## config.mk

```make
export PLATFORM = sky130hd
export DESIGN_NAME = mem_port_arbiter
export DESIGN_NICKNAME = d
export VERILOG_FILES = /design/src/rtl/mem_port_arbiter.sv
export SDC_FILE = /design/constraint.sdc
export NUM_CORES = 1
export LEC_CHECK = 0
export ABC_AREA = 1
export CORE_AREA = 2 2 212 214
export DETAILED_ROUTE_END_ITERATION = 12
export DIE_AREA = 0 0 214 216
export HOLD_SLACK_MARGIN = 0.1
export PLACE_DENSITY = 0.73
export SLEW_MARGIN = 20
export SYNTH_ARGS = -nofsm -noshare
export SYNTH_HDL_FRONTEND = slang
export SYNTH_SLANG_ARGS = --single-unit
```

## constraint.sdc

```tcl
create_clock -name clk -period 11.7 [get_ports clk]
set_clock_uncertainty 0.05 [all_clocks]
set_input_delay 2.34 -clock clk [delete_from_list [all_inputs] [get_ports clk]]
set_output_delay 2.34 -clock clk [all_outputs]
set_load 0.05 [all_outputs]
```

## src/rtl/mem_port_arbiter.sv

```systemverilog
// mem_port_arbiter: shares one word-wide memory port between the instruction
// cache (refill only) and the data cache (refill or dirty-line write-back).
// One line burst is granted at a time. Round-robin decides between
// simultaneous requests. Refill words return to the owner with their word
// index, followed by a done pulse.
//
// Build option: define ARB_STATS_EN to build the burst and wait-cycle
// counters. Without it, ic_bursts/dc_bursts/wait_cycles read as zero.
//
// Handshake: mem_req stays high, with mem_addr/mem_we/mem_wdata stable, until
// a cycle in which mem_ack is also high. That cycle transfers one word. For a
// read, mem_rdata is valid in the same cycle. mem_ack is ignored while mem_req
// is low. Cache requests are level signals that are held until done. They are
// only sampled in IDLE.
//
// The FSM state is the enum signal 'state' (IDLE, IC_RD, DC_RD, DC_WB, DONE),
// so checkers can probe it hierarchically.
module mem_port_arbiter #(
    parameter int BURST_LEN = 8,
    parameter int CNT_W     = 3
) (
    input  logic                    clk,
    input  logic                    reset,
    input  logic                    ic_req,
    input  logic [31:0]             ic_addr,
    output logic                    ic_grant,
    output logic                    ic_rvalid,
    output logic [31:0]             ic_rdata,
    output logic [CNT_W-1:0]        ic_rword,
    output logic                    ic_done,
    input  logic                    dc_req,
    input  logic                    dc_is_wb,
    input  logic [31:0]             dc_addr,
    input  logic [32*BURST_LEN-1:0] dc_wb_data,
    output logic                    dc_grant,
    output logic                    dc_rvalid,
    output logic [31:0]             dc_rdata,
    output logic [CNT_W-1:0]        dc_rword,
    output logic                    dc_done,
    output logic                    mem_req,
    output logic                    mem_we,
    output logic [31:0]             mem_addr,
    output logic [31:0]             mem_wdata,
    input  logic                    mem_ack,
    input  logic [31:0]             mem_rdata,
    output logic [15:0]             ic_bursts,
    output logic [15:0]             dc_bursts,
    output logic [15:0]             wait_cycles
);

    localparam int LINE_W = 32 * BURST_LEN;
    localparam int OFF_W  = CNT_W + 2;
    localparam logic [CNT_W-1:0] LAST_WORD = CNT_W'(BURST_LEN - 1);

    typedef enum logic [2:0] {
        ST_IDLE  = 3'd0,
        ST_IC_RD = 3'd1,
        ST_DC_RD = 3'd2,
        ST_DC_WB = 3'd3,
        ST_DONE  = 3'd4
    } state_t;

    state_t state;
    state_t state_nxt;

    logic [CNT_W-1:0]    cnt;
    logic                rr_last;    // 1 = IC owned the last burst, 0 = DC
    logic [31-OFF_W:0]   line_addr;
    logic [LINE_W-1:0]   wb_line;
    logic                rvalid_q;
    logic [31:0]         rdata_q;
    logic [CNT_W-1:0]    rword_q;

    logic                pick_ic;
    logic                pick_dc;
    logic                grant_now;
    logic                busy;
    logic                word_ack;
    logic                last_ack;

    // The offset bits of the request addresses carry no meaning here.
    logic unused_addr_bits;
    assign unused_addr_bits = ^{ic_addr[OFF_W-1:0], dc_addr[OFF_W-1:0]};

    // Round-robin: on a tie, the requester that did not own the last burst wins.
    assign pick_ic   = ic_req && (!dc_req || !rr_last);
    assign pick_dc   = dc_req && !pick_ic;
    assign grant_now = (state == ST_IDLE) && (pick_ic || pick_dc);

    assign busy      = (state == ST_IC_RD) || (state == ST_DC_RD) || (state == ST_DC_WB);
    assign word_ack  = busy && mem_ack;
    assign last_ack  = word_ack && (cnt == LAST_WORD);

    // State register
    always_ff @(posedge clk or posedge reset) begin
        if (reset) state <= ST_IDLE;
        else       state <= state_nxt;
    end

    // Next-state logic: IDLE arbitrates, bursts run to the last ack, DONE lasts one cycle
    always_comb begin
        state_nxt = state;
        case (state)
            ST_IDLE: begin
                if (pick_ic)      state_nxt = ST_IC_RD;
                else if (pick_dc) state_nxt = dc_is_wb ? ST_DC_WB : ST_DC_RD;
            end
            ST_IC_RD, ST_DC_RD, ST_DC_WB: begin
                if (last_ack) state_nxt = ST_DONE;
            end
            ST_DONE: state_nxt = ST_IDLE;
            default: state_nxt = ST_IDLE;
        endcase
    end

    // Capture the winner, its line address and, for a write-back, the dirty line at grant
    always_ff @(posedge clk or posedge reset) begin
        if (reset) begin
            rr_last   <= 1'b0;
            line_addr <= '0;
            wb_line   <= '0;
        end else if (grant_now) begin
            rr_last   <= pick_ic;
            line_addr <= pick_ic ? ic_addr[31:OFF_W] : dc_addr[31:OFF_W];
            if (pick_dc && dc_is_wb) wb_line <= dc_wb_data;
        end
    end

    // Word counter: cleared at grant, advanced by every accepted word, wraps on the last
    always_ff @(posedge clk or posedge reset) begin
        if (reset)          cnt <= '0;
        else if (grant_now) cnt <= '0;
        else if (word_ack)  cnt <= cnt + 1'b1;
    end

    // Register each read word for a one-cycle return pulse to the owner
    always_ff @(posedge clk or posedge reset) begin
        if (reset) begin
            rvalid_q <= 1'b0;
            rdata_q  <= '0;
            rword_q  <= '0;
        end else begin
            rvalid_q <= word_ack && (state != ST_DC_WB);
            if (word_ack && (state != ST_DC_WB)) begin
                rdata_q <= mem_rdata;
                rword_q <= cnt;
            end
        end
    end

    // Outputs decoded from state; the owner of the current or just-finished burst is rr_last
    always_comb begin
        ic_grant  = (state == ST_IC_RD);
        dc_grant  = (state == ST_DC_RD) || (state == ST_DC_WB);
        mem_req   = busy;
        mem_we    = (state == ST_DC_WB);
        mem_addr  = busy ? {line_addr, cnt, 2'b00} : 32'd0;
        mem_wdata = (state == ST_DC_WB) ? wb_line[{cnt, 5'd0} +: 32] : 32'd0;
        ic_rvalid = rvalid_q && rr_last;
        dc_rvalid = rvalid_q && !rr_last;
        ic_rdata  = ic_rvalid ? rdata_q : 32'd0;
        dc_rdata  = dc_rvalid ? rdata_q : 32'd0;
        ic_rword  = ic_rvalid ? rword_q : '0;
        dc_rword  = dc_rvalid ? rword_q : '0;
        ic_done   = (state == ST_DONE) && rr_last;
        dc_done   = (state == ST_DONE) && !rr_last;
    end

`ifdef ARB_STATS_EN
    logic any_waiting;
    assign any_waiting = (ic_req && !ic_grant) || (dc_req && !dc_grant);

    // Saturating activity counters: completed bursts per cache and cycles spent waiting
    always_ff @(posedge clk or posedge reset) begin
        if (reset) begin
            ic_bursts   <= '0;
            dc_bursts   <= '0;
            wait_cycles <= '0;
        end else begin
            if (ic_done && (ic_bursts != 16'hFFFF))       ic_bursts   <= ic_bursts + 16'd1;
            if (dc_done && (dc_bursts != 16'hFFFF))       dc_bursts   <= dc_bursts + 16'd1;
            if (any_waiting && (wait_cycles != 16'hFFFF)) wait_cycles <= wait_cycles + 16'd1;
        end
    end
`else
    assign ic_bursts   = 16'd0;
    assign dc_bursts   = 16'd0;
    assign wait_cycles = 16'd0;
`endif

endmodule
```

==> summary.md, run 1 <==
| Metric | Value |
|---|---|
| Clk pin slew, worst setup/hold paths | 0.06 ns |
| Postcts setup bufs | 0 |
| Clock tree buffer depth | 3 |
| Area growth, synth to finish | 34.9% |
| Seq/Total Area, Yosys | 0.464 |
| DRT Wirelength | around 60000 µm |
| Place WS | about 4.6 ns |
| VDD IR-drop max | 137 µV |
| F_max | 149 MHz |
| CTS tree | done |
| Post-Synth XOR/XNOR Area | 0 |
| Grt ovf | 0 |
| Final-stage net count | 3312 |
| Largest cells by area after synthesis | dfrtp_1 (46%), nand2_1 (23%), nand3_1 (12%) |
| Drt wl/cell | approximately 17 µm |
| DIE AREA | 0.0462 mm² |
| WP data arrival | 4.34 ns |
| Syn avg cell area | between 6 and 7 µm² |
| Setup repair after global routing missed its margin | false |
| Slew HR | 0.265 |
| Setup_tns | 0 ns |
| Detailed Routing Iterations Pass 1 | 6 |
| Power per cell area | 237 mW/mm² |
| Min Clock Period, post-route | around 6.7 ns |
| Count of buffers from port buffering | between 400 and 500 |
| Placed inst area | about 0.022 mm² |
| Critical Path Source Type | flop |
| Synth Warn # | 0 |
| Detail Route Antenna Nets | 0 |
| Post-DP HPWL | 42200 µm |
| Starting Density | 0.401 |
| Synth area leader | dfrtp_1 |
| Slew Limit Fails | 0 |
| RD Place Congestion | 0.887 |
| Critical path class | flop to output pin |
| Share of layout cells above drive strength 1 | 0.0326 |
| Row count | 77 |
| Main combinational cell family by area after synthesis | simple AND/OR/NAND/NOR gates |
| Total power | 5.61 mW |
| Critical Path Fanout Max | 72 |
| Multiplexer share of the synthesized area | 0 |
| Distinct cells, synth | 22 |
| Initial DRC count | 1981 |
| Critical Path RT | 9.31 ns |
| Initial antenna violation count | 5 |
| Crit. End Element | output pin |
| Post-synthesis compound-gate area fraction | 0.00961 |
| Worst skew pair latency | around 0.54 ns |
| Resize count post-CTS | 0 |
| Worst hold path type | flop to flop |
| Sink Count | 326 |
| Hold_buf cts | 0 |
| CTS HTree Levels | 2 |
| Core area | 0.0438 mm² |
| Synth top area share | 0.464 |
| Outcome | finished clean |
| Final core occ | 0.541 |
| Die W | 214 µm |
| Fin crit share | 0.575 |
| Multi-input gate area | 0.00718 mm² |
| Post-Synth Adder-Cell Area | 0.00142 |
| Final setup viols | 0 |
| Leakage power total | 12.3 nW |
| CTS Buf Count | 38 |
| Seq cells post-synth | 326 |
| Simple-Gate Fraction of Synth Area | 0.386 |
| Root Buffer | clkbuf_16 |
| # DRC | 0 |
| Max-Cap Viols | 0 |
| Vias in the first global route | 16900 |
| Design Area, Final | about 0.024 mm² |
| Post-Syn Area | 0.0176 mm² |
| Via count | 17500 |
| GR Util All Layers | 0.261 |
| DIE HEIGHT | 216 µm |
| Post-route setup slack | ~5 ns |
| Cells after Synth | 2572 |
| # fillers | 4160 |
| Worst-Margin Slew | 1.10 ns |
| Vias per std cell | a little under 5 |
| First-pass GRT wire length | around 95000 µm |
| Top Ports | 548 |
| Final hold violations | 0 |
| Largest net degree at the start of global routing | 166 |
| Register Area | 0.00817 mm² |
worst max-delay path, stage by stage, from the launching register on:
cell	delay, ns
dfrtp_4	0.80
inv_4	0.76
buf_4	0.75
nand2_1	0.11
nand3_1	0.09
nand2_1	0.12
nor2_1	0.31
nor2_1	0.10
clkdlybuf4s50_1	0.71
metal layers:
| layer | track usage | wire [µm] | up-vias |
|---|---|---|---|
| met5 | 0 | 16 | - |
| met4 | 0.106 | 2100 | 2 |
| met3 | 0.0444 | 3880 | 110 |
| li1 | - | - | 8403 |
| met2 | 0.427 | 29400 | 651 |
| met1 | 0.344 | 26000 | 8311 |
Yosys cell counts:
cell and instances:
inv_1 333, buf_4 67, nor2_1 169, inv_2 3
nor2_4 1, dfrtp_1 326, nand2_1 1062, clkbuf_1 50
nor2_2 2, buf_1 17, conb_1 1, ha_1 2
clkinv_1 1, nand2_4 2, o21ai_2 1, nand4_1 1
inv_4 1, nor3_1 1, buf_6 2, o21ai_0 32
buf_2 77, nand3_1 421
power by group:
part           internal (mW)  switching (mW)
logic                  0.757            1.65
registers               1.64           0.322
clock network          0.743           0.491
total                   3.14            2.47
worst paths after layout:
kind                              start       endpoint  slack [ns]  cells past startpoint
max                              cnt[0]  mem_wdata[27]        4.97                      8
min                        wb_line[117]   wb_line[117]        0.42                      2
max reg2reg                     rr_last    wb_line[46]        7.55                      9
min reg2reg                wb_line[117]   wb_line[117]        0.42                      2
max in group asynchronous         reset    wb_line[69]        6.92                      4
min in group asynchronous         reset   wb_line[153]        2.37                      2
metrics by stage:
stage	std cells	hold WS [ns]
after floorplan	2621	0.392
after global placement	3503	0.403
after detailed placement	3503	0.408
after CTS	3571	0.423
after global routing	3575	0.433
final	3576	0.419
layout make-up:
class	count	area share
diodes	4	0.000422
clock buffers	53	0.0477
clock inverters	15	0.00686
inverters	338	0.0543
multi-input cells	1744	0.303
flip-flops and latches	326	0.345
well taps	592	0.0313
repair buffers	504	0.212
cells by family (layout without fill, tap and decap cells):
kind of cell | after synthesis | count (layout)
simple gates | 1659 | 1659
flops | 326 | 326
fa+ha+maj | 2 | 2
compound gates | 33 | 33
buf+inv | 551 | 910
other cells | 1 | 54
registers in the layout, summed over array words and instances, names as in the netlist:
name / cells
rvalid_q: 1
line_addr: 27
wb_line: 256
cnt: 3
state: 3
rdata_q: 32
rword_q: 3
rr_last: 1
placed cells by master (no fill, tap or decap), types with 2 or more instances in the layout:
cell type        instances
clkdlybuf4s50_1        487
o21ai_0                 32
dfrtp_4                  2
clkbuf_8                 6
nor2_1                 169
inv_1                  331
clkinvlp_4               2
nor2_2                   2
diode_2                  4
nand2_1               1060
bufinv_16                3
clkbuf_1                 6
inv_8                    2
inv_2                    4
dfrtp_1                323
buf_4                   16
conb_1                  50
nand2_2                  2
nand3_1                421
ha_1                     2
clkbuf_16               41
clkinv_2                 8
Power figures use the tool's default switching activity.
==> run 2, diff against run 1 <==
clock period = 6.15 ns   (was 11.7 ns; I/O delays follow)
==> summary.md, run 2 (synthesis gave the netlist of run 1 again) <==
| Metric | Value |
|---|---|
| Outcome | finished clean |
| Root Buffer | clkbuf_16 |
| Starting Density | 0.401 (unchanged) |
| Power per cell area | 452 mW/mm² (+91%) |
| Buf/Inv on CP | 3 (unchanged) |
| Slowest cell on the critical path | dfrtp_4 |
| Final core occ | 0.543 (+0.00248) |
| Place WS | 1.41 ns (-3.15 ns) |
| Placed inst area | 0.0225 mm² (+0.42%) |
| Critical path class | flop to output pin |
| Multi-input gate area | 0.00718 mm² (unchanged) |
| Most frequent cells in the layout | nand2_1 (1060), clkdlybuf4s50_1 (487), nand3_1 (421) |
| Final hold violations | 0 (unchanged) |
| Leakage power total | 12.3 nW (+0.40%) |
| Setup_tns | 0 ns (unchanged) |
| Max-Cap Viols | 0 (unchanged) |
| CTS Buf Count | 38 (unchanged) |
| # DRC | 0 (unchanged) |
| Max reg flops | 256 (unchanged) |
| Row count | 77 (unchanged) |
| Top Ports | 548 (unchanged) |
| Area growth, synth to finish | 35.5% |
| Vias per std cell | 4.91 (+0.44%) |
| Detailed Routing Iterations Pass 1 | 6 (unchanged) |
| Commonest non-fill, non-tap cell in the layout | nand2_1 |
| Critical Path Source Type | flop |
| Crit. End Element | output pin |
| RD Place Congestion | 0.905 (+2.1%) |
| Core area | 0.0438 mm² (unchanged) |
| CP max stage delay | 0.74 ns (-0.06 ns) |
| Total power | 10.8 mW (+92%) |
| Initial antenna violation count | 6 (+1) |
| DRT Wirelength | 61800 µm (+0.75%) |
| Worst hold path type | flop to flop |
| Largest net degree at the start of global routing | 230 (+39%) |
| CTS HTree Levels | 2 (unchanged) |
| DIE HEIGHT | 216 µm (unchanged) |
| Delay-heaviest family, CP | buffers and inverters |
| Post-DP HPWL | 42800 µm (+1.4%) |
| Final setup viols | 0 (unchanged) |
| GR Util All Layers | 0.262 (+0.00144) |
| Setup repair after global routing missed its margin | false |
| Initial DRC count | 1866 (-5.8%) |
| Crit path cell chain | inv_4, buf_4, nand2_1, nand3_1, nand2_1, nor2_1, nor2_1, clkdlybuf4s50_1 |
| F_max | 191 MHz |
| Sink Count | 326 (unchanged) |
| Drt wl/cell | 17.3 µm (+0.66%) |
| Die W | 214 µm (unchanged) |
| Worst-Margin Slew | 1.16 ns (+0.0548 ns) |
| Clock tree buffer depth | 3 (unchanged) |
| Min Clock Period, post-route | 5.23 ns |
| Post-route setup slack | 0.924 ns (-4.05 ns) |
| First-pass GRT wire length | 94900 µm (-0.23%) |
| Grt ovf | 0 (unchanged) |
| Filler-free cell count of the finished design | 3579 (+0.084%) |
| Register Area | 0.00817 mm² (unchanged) |
| Share of layout cells above drive strength 1 | 0.0345 (+0.00198) |
| CTS tree | done |
| Critical Path Fanout Max | 66 (-8.3%) |
| Design Area, Final | 0.0238 mm² (+0.46%) |
| Hold WS | 0.418 ns (-0.00165 ns) |
| Final-stage net count | 3314 (+0.060%) |
| WP data arrival | 3.95 ns (-0.39 ns) |
| Slew HR | 0.229 (-0.0365) |
| VDD IR-drop max | 200 µV (+46%) |
| Critical Path RT | 4.87 ns (-4.44 ns) |
| Hold_buf cts | 0 (unchanged) |
| Vias in the first global route | 16800 (-0.089%) |
| Resize count post-CTS | 0 (unchanged) |
| Slew Limit Fails | 0 (unchanged) |
| Postcts setup bufs | 0 (unchanged) |
| Top reg by flops | wb_line |
| Detail Route Antenna Nets | 0 (unchanged) |
| Worst skew pair latency | 0.55 ns (about the same) |
| # fillers | 4098 (-1.5%) |
| DP Cell Count | 3506 (+0.086%) |
| Fin crit share | 0.850 |
| Count of buffers from port buffering | 487 (unchanged) |
| Clk pin slew, worst setup/hold paths | 0.06 ns (about the same) |
| Top flop regs | wb_line: 256 flops, rdata_q: 32 flops, line_addr: 27 flops |
| Via count | 17600 (+0.53%) |
| DIE AREA | 0.0462 mm² (unchanged) |
[run 2: changes by cell type in the layout (fill, tap and decap cells not counted)]
cell,previous run,this run
buf_12,0,6
buf_16,1,0
buf_4,16,13
bufinv_16,3,4
clkbuf_1,6,3
clkbuf_8,6,7
clkinv_2,8,10
clkinvlp_4,2,3
inv_8,2,1
[run 2: power by group]
part           leakage (nW)  internal, mW  switching [mW]
sequential             4.08          3.12           0.577
clock                 0.664          1.46           0.926
combinational          7.58          1.46            3.21
total                  12.3          6.05            4.71
[run 2: tightest hold or removal path: stages, from the launching register on]
cell and delay, ns:
dfrtp_1 0.34, nand2_1 0.06, nand2_1 0.05
[run 2: path summary, 6_finish.rpt]
| check | endpoint | slack, ns | cells after the start | from |
|---|---|---|---|---|
| min | wb_line[4] | 0.42 | 2 | wb_line[4] |
| max | mem_wdata[22] | 0.92 | 8 | cnt[0] |
| max in group asynchronous | wb_line[76] | 3.69 | 3 | reset |
| min in group asynchronous | wb_line[2] | 0.98 | 2 | reset |
| max reg2reg | wb_line[101] | 2.60 | 8 | rr_last |
| min reg2reg | wb_line[4] | 0.42 | 2 | wb_line[4] |
[run 2: layer usage]
metal	GRT usage	vias up	part of all wire
met5	0	-	0.00021
li1	-	8422	-
met4	0.122	2	0.044
met1	0.348	8316	0.42
met2	0.423	698	0.47
met3	0.0410	131	0.063
[run 2: cell type report]
class                           count  area share
Clock inverter                     18     0.00851
Inverter                          338      0.0539
Clock buffer                       51      0.0476
Sequential cell                   326       0.343
Multi-Input combinational cell   1744       0.302
Antenna cell                        4    0.000420
Timing Repair Buffer              506       0.214
Tap cell                          592      0.0311
